File: src/rtl/imem_arb_pkg.sv
// Shared constants and tag-pipe entry type for the instruction-memory fetch arbiter.
package imem_arb_pkg;

  localparam int DEF_NUM_PORTS   = 4;
  localparam int DEF_ADDR_W      = 20;
  localparam int DEF_DATA_W      = 128;
  localparam int DEF_MEM_LATENCY = 1;

  // Tag field is sized for the largest legal port count (16).
  localparam int MAX_TAG_W = 4;

  function automatic int tag_w(input int num_ports);
    return (num_ports > 1) ? $clog2(num_ports) : 1;
  endfunction

  typedef struct packed {
    logic                 v;
    logic [MAX_TAG_W-1:0] tag;
  } tag_entry_t;

endpackage

File: src/rtl/imem_fetch_arbiter_rr_arbiter.sv
// Combinational round-robin pick: first set pending bit at or after rr_ptr, with wrap.
module rr_arbiter
  import imem_arb_pkg::*;
#(
  parameter int NUM_PORTS = DEF_NUM_PORTS,
  parameter int TAG_W     = tag_w(DEF_NUM_PORTS)
) (
  input  logic [NUM_PORTS-1:0] pend,
  input  logic [TAG_W-1:0]     rr_ptr,
  output logic [NUM_PORTS-1:0] grant,
  output logic [TAG_W-1:0]     grant_idx,
  output logic                 grant_vld
);

  int               idx;
  logic [TAG_W-1:0] idx_t;

  // Scan from the farthest offset down so the nearest set bit wins last.
  always_comb begin
    grant     = '0;
    grant_idx = '0;
    grant_vld = 1'b0;
    idx       = 0;
    idx_t     = '0;
    for (int off = NUM_PORTS - 1; off >= 0; off--) begin
      idx = int'(rr_ptr) + off;
      if (idx >= NUM_PORTS) idx = idx - NUM_PORTS;
      idx_t = TAG_W'(idx);
      if (pend[idx_t]) begin
        grant_idx = idx_t;
        grant_vld = 1'b1;
      end
    end
    if (grant_vld) grant[grant_idx] = 1'b1;
  end

endmodule

File: src/rtl/imem_fetch_arbiter.sv
// Shares one fixed-latency instruction memory between NUM_PORTS fetch requesters;
// one queued fetch per port, round-robin grant, tag-routed responses.
module imem_fetch_arbiter
  import imem_arb_pkg::*;
#(
  parameter int NUM_PORTS   = DEF_NUM_PORTS,
  parameter int ADDR_W      = DEF_ADDR_W,
  parameter int DATA_W      = DEF_DATA_W,
  parameter int MEM_LATENCY = DEF_MEM_LATENCY
) (
  input  logic                        clk,
  input  logic                        rst,
  input  logic [NUM_PORTS-1:0]        req_re,
  input  logic [NUM_PORTS*ADDR_W-1:0] req_addr,
  output logic [NUM_PORTS-1:0]        resp_valid,
  output logic [DATA_W-1:0]           resp_data,
  output logic                        mem_re,
  output logic [ADDR_W-1:0]           mem_addr,
  input  logic [DATA_W-1:0]           mem_rdata,
  input  logic                        mem_valid,
  output logic                        busy,
  output logic                        proto_err,
  output logic                        resp_err
);

  localparam int TAG_W   = tag_w(NUM_PORTS);
  localparam int DRAIN_W = $clog2(MEM_LATENCY + 1);

  logic [NUM_PORTS-1:0] pend_q;
  logic [ADDR_W-1:0]    addr_q [NUM_PORTS];
  logic [TAG_W-1:0]     rr_ptr_q;
  logic [NUM_PORTS-1:0] grant;
  logic [TAG_W-1:0]     grant_idx;
  logic                 grant_vld;
  logic [NUM_PORTS-1:0] blocked;
  tag_entry_t           issue_q;
  tag_entry_t           pipe_q [MEM_LATENCY];
  tag_entry_t           head;
  logic [DRAIN_W-1:0]   drain_q;
  logic                 pipe_busy;

  rr_arbiter #(
    .NUM_PORTS (NUM_PORTS),
    .TAG_W     (TAG_W)
  ) u_rr (
    .pend      (pend_q),
    .rr_ptr    (rr_ptr_q),
    .grant     (grant),
    .grant_idx (grant_idx),
    .grant_vld (grant_vld)
  );

  // A request collides only if its port stays pending through this edge.
  assign blocked = req_re & pend_q & ~grant;

  always_ff @(posedge clk) begin
    if (rst) begin
      pend_q    <= '0;
      rr_ptr_q  <= '0;
      issue_q   <= '0;
      mem_re    <= 1'b0;
      mem_addr  <= '0;
      proto_err <= 1'b0;
      for (int i = 0; i < NUM_PORTS; i++) addr_q[i] <= '0;
    end else begin
      pend_q <= (pend_q & ~grant) | req_re;
      if (|blocked) proto_err <= 1'b1;
      for (int i = 0; i < NUM_PORTS; i++) begin
        if (req_re[i] && !blocked[i]) addr_q[i] <= req_addr[i*ADDR_W +: ADDR_W];
      end
      mem_re      <= grant_vld;
      issue_q.v   <= grant_vld;
      issue_q.tag <= MAX_TAG_W'(grant_idx);
      if (grant_vld) begin
        mem_addr <= addr_q[grant_idx];
        rr_ptr_q <= (grant_idx == TAG_W'(NUM_PORTS - 1)) ? '0 : grant_idx + 1'b1;
      end
    end
  end

  // issue_q is the grant-edge stage; pipe_q adds MEM_LATENCY more so the head
  // lines up with mem_valid for a grant MEM_LATENCY+1 edges earlier.
  assign head = pipe_q[MEM_LATENCY-1];

  always_ff @(posedge clk) begin
    if (rst) begin
      for (int k = 0; k < MEM_LATENCY; k++) pipe_q[k] <= '0;
      drain_q    <= DRAIN_W'(MEM_LATENCY);
      resp_valid <= '0;
      resp_data  <= '0;
      resp_err   <= 1'b0;
    end else begin
      pipe_q[0] <= issue_q;
      for (int k = 1; k < MEM_LATENCY; k++) pipe_q[k] <= pipe_q[k-1];
      resp_valid <= '0;
      if (drain_q != '0) begin
        drain_q <= drain_q - 1'b1;
      end else if (head.v && mem_valid) begin
        resp_valid <= NUM_PORTS'(1) << head.tag;
        resp_data  <= mem_rdata;
      end else if (head.v != mem_valid) begin
        resp_err <= 1'b1;
      end
    end
  end

  always_comb begin
    pipe_busy = issue_q.v;
    for (int k = 0; k < MEM_LATENCY; k++) pipe_busy = pipe_busy | pipe_q[k].v;
  end

  assign busy = (|pend_q) | pipe_busy;

endmodule

File: config.mk
export PLATFORM = sky130hd
export DESIGN_NAME = imem_fetch_arbiter
export DESIGN_NICKNAME = d
export VERILOG_FILES = /design/src/rtl/imem_arb_pkg.sv /design/src/rtl/imem_fetch_arbiter_rr_arbiter.sv /design/src/rtl/imem_fetch_arbiter.sv
export SDC_FILE = /design/constraint.sdc
export NUM_CORES = 1
export LEC_CHECK = 0
export ABC_AREA = 1
export CORE_UTILIZATION = 25
export CTS_CLUSTER_DIAMETER = 150
export DETAILED_ROUTE_END_ITERATION = 8
export PLACE_DENSITY_LB_ADDON = 0.25
export SYNTH_ARGS = -nofsm -noshare
export SYNTH_HDL_FRONTEND = slang
export SYNTH_SLANG_ARGS = --single-unit
File: constraint.sdc
create_clock -name clk -period 4.09 [get_ports clk]
set_input_delay 1.0225 -clock clk [delete_from_list [all_inputs] [get_ports clk]]
set_output_delay 1.0225 -clock clk [all_outputs]
set_load 0.02 [all_outputs]
# Yosys cells after proc, flatten, opt, wreduce, memory -nomap -nowiden

Memories as Yosys holds them, arrays and structs flattened. A register that Yosys moved wholly into a read port is not among the register bits.
Cells that the tools add are included.

$add $sub $neg: 9
Multiply operators: 0
Divide/modulo/power cells: 0
Magnitude comparators: 10
Equality and inequality tests: 2
Shifts and indexed selects: 1
Multiplexer cells: 46
Bitwise gates (word level): 13
Reduce and logical (&&, ||, !) cells: 16

Operators with widths:

| cell                | count |
|---|---|
| $mux 20             | 4 |
| $mux 1              | 26 |
| $mux 2              | 9 |
| $lt 2x3->1 const B  | 5 |
| $and 4x4->4         | 3 |
| $ge 3x3->1 const B  | 3 |
| $bmux 1 s2          | 4 |
| $reduce_or 4->1     | 2 |
| $sub 2x1->2 const B | 4 |
| $add 2x2->3 const B | 2 |
| $logic_and 1x1->1   | 6 |
| $or 1x1->1          | 6 |
| $mux 5              | 1 |
| $reduce_or 5->1     | 1 |
| $logic_not 1->1     | 4 |
| $mux 4              | 1 |
| $not 4->4           | 1 |
| $or 4x4->4          | 1 |
| $shl 1x4->4 const A | 1 |
| $add 2x1->3 const B | 1 |
| $ge 2x3->1 const B  | 1 |
| $reduce_and 3->1    | 1 |
| $reduce_or 3->1     | 1 |
| $add 2x1->2 const B | 1 |
| 7 further kinds     | 8 |

Register bits after elaboration: 146
Latch bits: 0
Bits in writable memories: 85
Bits in read-only memories: 0
Bits of input ports: 215
Output and inout bits: 156
Word-level logic and storage cells: 109
Memories: 2

Memories:

| memory | words | width | rd ports | clocked after Yosys merged registers in | wr ports | RTL line                 | RTL |
|---|---|---|---|---|---|---|---|
| addr_q | 4     | 20    | 1        | 1                                       | 4        | imem_fetch_arbiter.sv:30 | `logic [ADDR_W-1:0] addr_q [NUM_PORTS];` |
| pipe_q | 1     | 5     | 1        | 0                                       | 1        | imem_fetch_arbiter.sv:37 | `tag_entry_t pipe_q [MEM_LATENCY];` |

# Logic depth before layout (Yosys ltp)

Depth in word-level cells: 22
Depth in mapped cells: 19
Mapped depth without buffers: 17

# Hierarchy

From an unflattened synthesis, not the netlist that was laid out.

Cells, all modules: 1169
Area, all modules: 9751.9 um^2

By module, submodules not included:

| module             | instances | cells each | area an instance (um^2) | seq. area each (um^2) |
|---|---|---|---|---|
| imem_fetch_arbiter | 1         | 1114       | 9510.4                  | 5745.5 |
| rr_arbiter         | 1         | 55         | 241.5                   | 0.0 |

# Worst setup path before layout

No wires, ideal clock.

Path type: register to register
Start point: register rr_ptr_q[0]
End point: memory addr_q[2][0] in the netlist's numbering, enable pin
Setup time: 425 ps
Data arrival time: 3049 ps
Data required time: 3665 ps
Setup slack: 616 ps
Stages on the path, launching flop included: 17
Buffers on the path: 2
Period minus slack after synthesis: 3474 ps
Cell sequence: dfxtp_1 > buf_4 > inv_2 > nand2_1 > nand2_1 > nand2_1 > nand3_2 > nand2_1 > nand2_2 > nand2_4 > buf_2 > inv_1 > ha_1 > nand2_1 > nand2_1 > nor2_1 > o21ai_0

RTL lines:

| item                   | RTL line                 | RTL |
|---|---|---|
| start, declared        | imem_fetch_arbiter.sv:31 | `logic [TAG_W-1:0] rr_ptr_q;` |
| start signal, assigned | imem_fetch_arbiter.sv:76 | `rr_ptr_q <= (grant_idx == TAG_W'(NUM_PORTS - 1)) ? '0 : grant_idx + 1'b1;` |
| end, declared          | imem_fetch_arbiter.sv:30 |  |

==> run summary <==
The flow ran to the end, and the final reports show no timing, DRC or antenna violations. The final-layout setup total negative slack is 0 ns. The worst hold margin was 0.404 ns.

Routability-driven placement finished with a final weighted congestion of 0.796. In the layout the commonest cells are sky130_fd_sc_hd__clkdlybuf4s50_1, sky130_fd_sc_hd__nor2_1, sky130_fd_sc_hd__inv_1. On the final layout, the worst clock skew is 0.0138 ns. After detailed placement, the total cell area comes to 14200 sq um. The tools report the number of standard-cell rows in the floorplan as 72. The maximum fanout along the worst path is 44, and the fraction of layout instances using a drive strength above 1 is 4.79%.

Detailed placement finished with a half-perimeter wire length of 22700 um. In this run the top signal layer used is met5. By startpoint and endpoint, the worst setup path is classified as reg -> reg. TritonCTS built the clock tree.

After the last flow step, the layout net total stands at 1799. The run gives 32500 um as the total length of routed wires. The first global-routing pass estimated 50500 um of wire.

In the final routed layout, each cell accounts on average for 15.3 um. Counting every instance in the synthesized netlist gives 1242. Gates resized during post-CTS repair numbered 0. Sequential elements use 57.4% of the synthesized area.

The core region is 39100 sq um. Once placement completed, the tool counted placed cells totaling 2068. Summing internal, switching and leakage power gives 8.11 mW. For the pin with the worst max-slew slack, the measured transition is 0.878 ns.

Across the run, the number of max-cap violations was 0. After detailed routing, the number of vias per cell comes to 4.24. The dominant register cell in the synthesized netlist was sky130_fd_sc_hd__dfxtp_1. For this configuration, the core starts out at a cell density of 25.6%. The final max-slew violation count came out at 0. The number of enable-type register cells in the synthesized netlist was 80. Grouping stages by cell kind, the critical path spends the most delay in simple AND/OR/NAND/NOR gates. The number of failing hold endpoints at the final stage was 0; the DRC violations left was 0. Counting the fill cells in the layout gives 3988. Of the available clock period, the critical path in the final layout requires 75.5%. The run gives 1 as the maximum level of the CTS H-tree. Once detail routing completed, the nets flagged for antenna violations numbered 0. The origin of the critical flop-to-flop path is rr_ptr_q[0]$_SDFFE_PP0N_. The finished layout holds 2126 standard cells, fillers aside. The tools report the clock root buffer as sky130_fd_sc_hd__clkbuf_16.

For the number of setup violations in the final report, the log shows 0. The overall via count from detail_route is 9017, and the count of unique library cells instantiated by Yosys is 22. Synthesis-stage register bit count: 247. Worst reg-to-reg path cell count: 14. The cell with the largest stage delay on the worst path is sky130_fd_sc_hd__nand3_1. In this run the static leakage power is 6.77 nW.

The worst-case setup margin in the final layout was 1.00 ns. Summed over all nets, wire length on met3 after detailed routing comes to 2860 um. After synthesis, the share of flip-flops with an asynchronous set or reset is 0%.

The tools report the clock latency on the worst-skew pair as 0.57 ns. STA classifies the critical path startpoint as a flip-flop. A synthesized cell averages 8.06 sq um. The worst register-to-register path ends at addr_q[2][9]$_SDFFCE_PN0P_. Based on the critical path, the design can be clocked at up to 324 MHz.

For this run, the total global-route usage over all layers was measured as 15.5%. The die covers 40900 sq um. The iteration-0 DRC count of the detailed router is 356, and the worst-case clock buffer depth is 3. Setup repair after global routing left no endpoint under its margin. The die is 202 um wide.

The required time of the worst setup path was 4.36 ns. For the clock buffer count from CTS, the log shows 30. The number of port buffers was 370; the depth of the critical timing path with buffers and inverters included was 14. The floorplan step set the die height to 202 um.

The delay of the slowest cell on the worst path is 0.56 ns. The final critical-path required period is 3.09 ns, and the maximum vdd drop is 0.444 mV. The worst path buffer plus inverter count came out at 2. The post-CTS clock slew at the launch and capture registers of the worst setup and hold paths works out to 0.06 ns.

After global routing the overflow that remains totals 0. The number of antenna violations at the first check in global routing was 4. Timing analysis after detailed placement gives a worst setup slack of 0.804 ns.

Once layout is complete, the utilization of the core stands at 39.0%. The run gives 371 as the number of placed I/O pins. The critical path endpoint category was a flip-flop. The run gives 1.00 ns as the register-to-register setup slack. Traced cell by cell, the critical path runs through inv_2 -> nand2_1 -> nand2_1 -> nand2_1 -> nand3_2 -> nand2_1 -> nand2_2 -> nand2_4 -> inv_1 -> ha_1 -> nand2_1 -> nand2_1 -> nand3_1 -> nor2_1.

The count of buffers added by post-CTS timing repair for setup came out at 0. The post-cts hold buffer count is 0, and the worst slew slack as a fraction of its limit is 41.3%. Dividing total power by cell area gives a power density of 531 nW/um^2. The detailed router put a total of 13700 um of wire on met1. The largest net degree at the start of global routing is 131. Relative to the synthesized area, the layout overhead comes to 52.4%. The path class of the tightest hold or removal check is reg -> reg.

The logs give 8961 for the via count of the first global-routing pass and 1459 for the post-synthesis net count. In the detailed route, the total length drawn on met2 is 15100 um. In this run the worst setup path terminates at addr_q[2][9]$_SDFFCE_PN0P_. The library cell appearing most often on the critical path is sky130_fd_sc_hd__nand2_1. After routing the design area is 15300 sq um. For the worst endpoint data arrival time, the log shows 3.35 ns. The tools report the warning count from the yosys run as 0. Leaving out fill and tap cells, the most frequent cell in the layout is sky130_fd_sc_hd__clkdlybuf4s50_1.

The number of detailed-routing iterations run before antenna repair was 4. The tools report the launching element of the worst setup path as rr_ptr_q[0]$_SDFFE_PP0N_. Summing every instance area after synthesis gives 10000 sq um. Counting every sink on the clock net gives 247.
registers in the layout, summed over array words and instances (netlist names), 2 cells and up:
name        cells
addr_q         80
resp_data     128
pipe_q          3
issue_q         3
resp_valid      4
rr_ptr_q        2
mem_addr       20
pend_q          4
worst min path at each step:
stage,start,end,slack [ns],cells after the start
6_report,issue_q[0]$_SDFF_PP0_,pipe_q[0][0]$_SDFF_PP0_,0.40,2
5_1_grt,issue_q[1]$_SDFF_PP0_,pipe_q[0][1]$_SDFF_PP0_,0.42,2
4_1_cts,issue_q[0]$_SDFF_PP0_,pipe_q[0][0]$_SDFF_PP0_,0.41,2
3_5_place_dp,issue_q[0]$_SDFF_PP0_,pipe_q[0][0]$_SDFF_PP0_,0.40,2
3_3_place_gp,issue_q[1]$_SDFF_PP0_,pipe_q[0][1]$_SDFF_PP0_,0.39,2
2_1_floorplan,issue_q[0]$_SDFF_PP0_,pipe_q[0][0]$_SDFF_PP0_,0.39,2
area by class of cell:
type	instances	area, sq um	share of cell area [%]
Sequential cell	247	5750	37.7
Antenna cell	2	5.00	0.0328
Tap cell	518	648	4.25
Clock buffer	49	986	6.46
Multi-Input combinational cell	738	3290	21.6
Clock inverter	7	70.1	0.459
Timing Repair Buffer	383	3830	25.1
Inverter	182	688	4.51
Yosys cell counts (2+ instances only):
cell,number,area (sq um)
sky130_fd_sc_hd__nor2_1,358,1340
sky130_fd_sc_hd__clkbuf_1,51,191
sky130_fd_sc_hd__inv_2,2,7.51
sky130_fd_sc_hd__edfxtp_1,80,2400
sky130_fd_sc_hd__nand2_2,2,12.5
sky130_fd_sc_hd__nand3b_1,41,308
sky130_fd_sc_hd__nand3_2,3,30.0
sky130_fd_sc_hd__inv_1,179,672
sky130_fd_sc_hd__buf_2,21,105
sky130_fd_sc_hd__a21oi_1,6,30.0
sky130_fd_sc_hd__ha_1,2,25.0
sky130_fd_sc_hd__o21ai_0,151,756
sky130_fd_sc_hd__nand3_1,73,365
sky130_fd_sc_hd__nand2_1,97,364
sky130_fd_sc_hd__dfxtp_1,167,3340
sky130_fd_sc_hd__o21ai_1,2,10.0
sky130_fd_sc_hd__buf_1,2,7.51
worst reg2reg max path, cell delays in order (launching register included):
cell and delay (ns):
sky130_fd_sc_hd__dfxtp_1 0.53, sky130_fd_sc_hd__inv_2 0.11, sky130_fd_sc_hd__nand2_1 0.12, sky130_fd_sc_hd__nand2_1 0.08, sky130_fd_sc_hd__nand2_1 0.10, sky130_fd_sc_hd__nand3_2 0.10
sky130_fd_sc_hd__nand2_1 0.08, sky130_fd_sc_hd__nand2_2 0.07, sky130_fd_sc_hd__nand2_4 0.41, sky130_fd_sc_hd__inv_1 0.18, sky130_fd_sc_hd__ha_1 0.23, sky130_fd_sc_hd__nand2_1 0.06
sky130_fd_sc_hd__nand2_1 0.09, sky130_fd_sc_hd__nand3_1 0.56, sky130_fd_sc_hd__nor2_1 0.09
kinds of logic (layout without fill, tap and decap cells):
family	after synthesis	count (layout)	share of synthesized area [%]
AOI/OAI and AO/OA	160	160	8.02
adders and majority gates	2	2	0.250
buffers and inverters	257	621	9.93
DFF	247	247	57.4
other	0	2	0
and+or+nand+nor	576	576	24.4
routing by layer:
layer | global-route usage [%] | vias up
met1 | 18.8 | 4117
met5 | 0 | -
li1 | - | 4552
met2 | 25.6 | 298
met4 | 4.75 | 4
met3 | 5.72 | 46
power breakdown:
group	total (mW)	internal (mW)	leakage [nW]	switching (mW)
Combinational	2.36	0.931	4.02	1.43
Sequential	2.96	2.83	2.23	0.130
Clock	2.78	1.70	0.520	1.08
No activity file was read; power rests on OpenSTA's default activity.
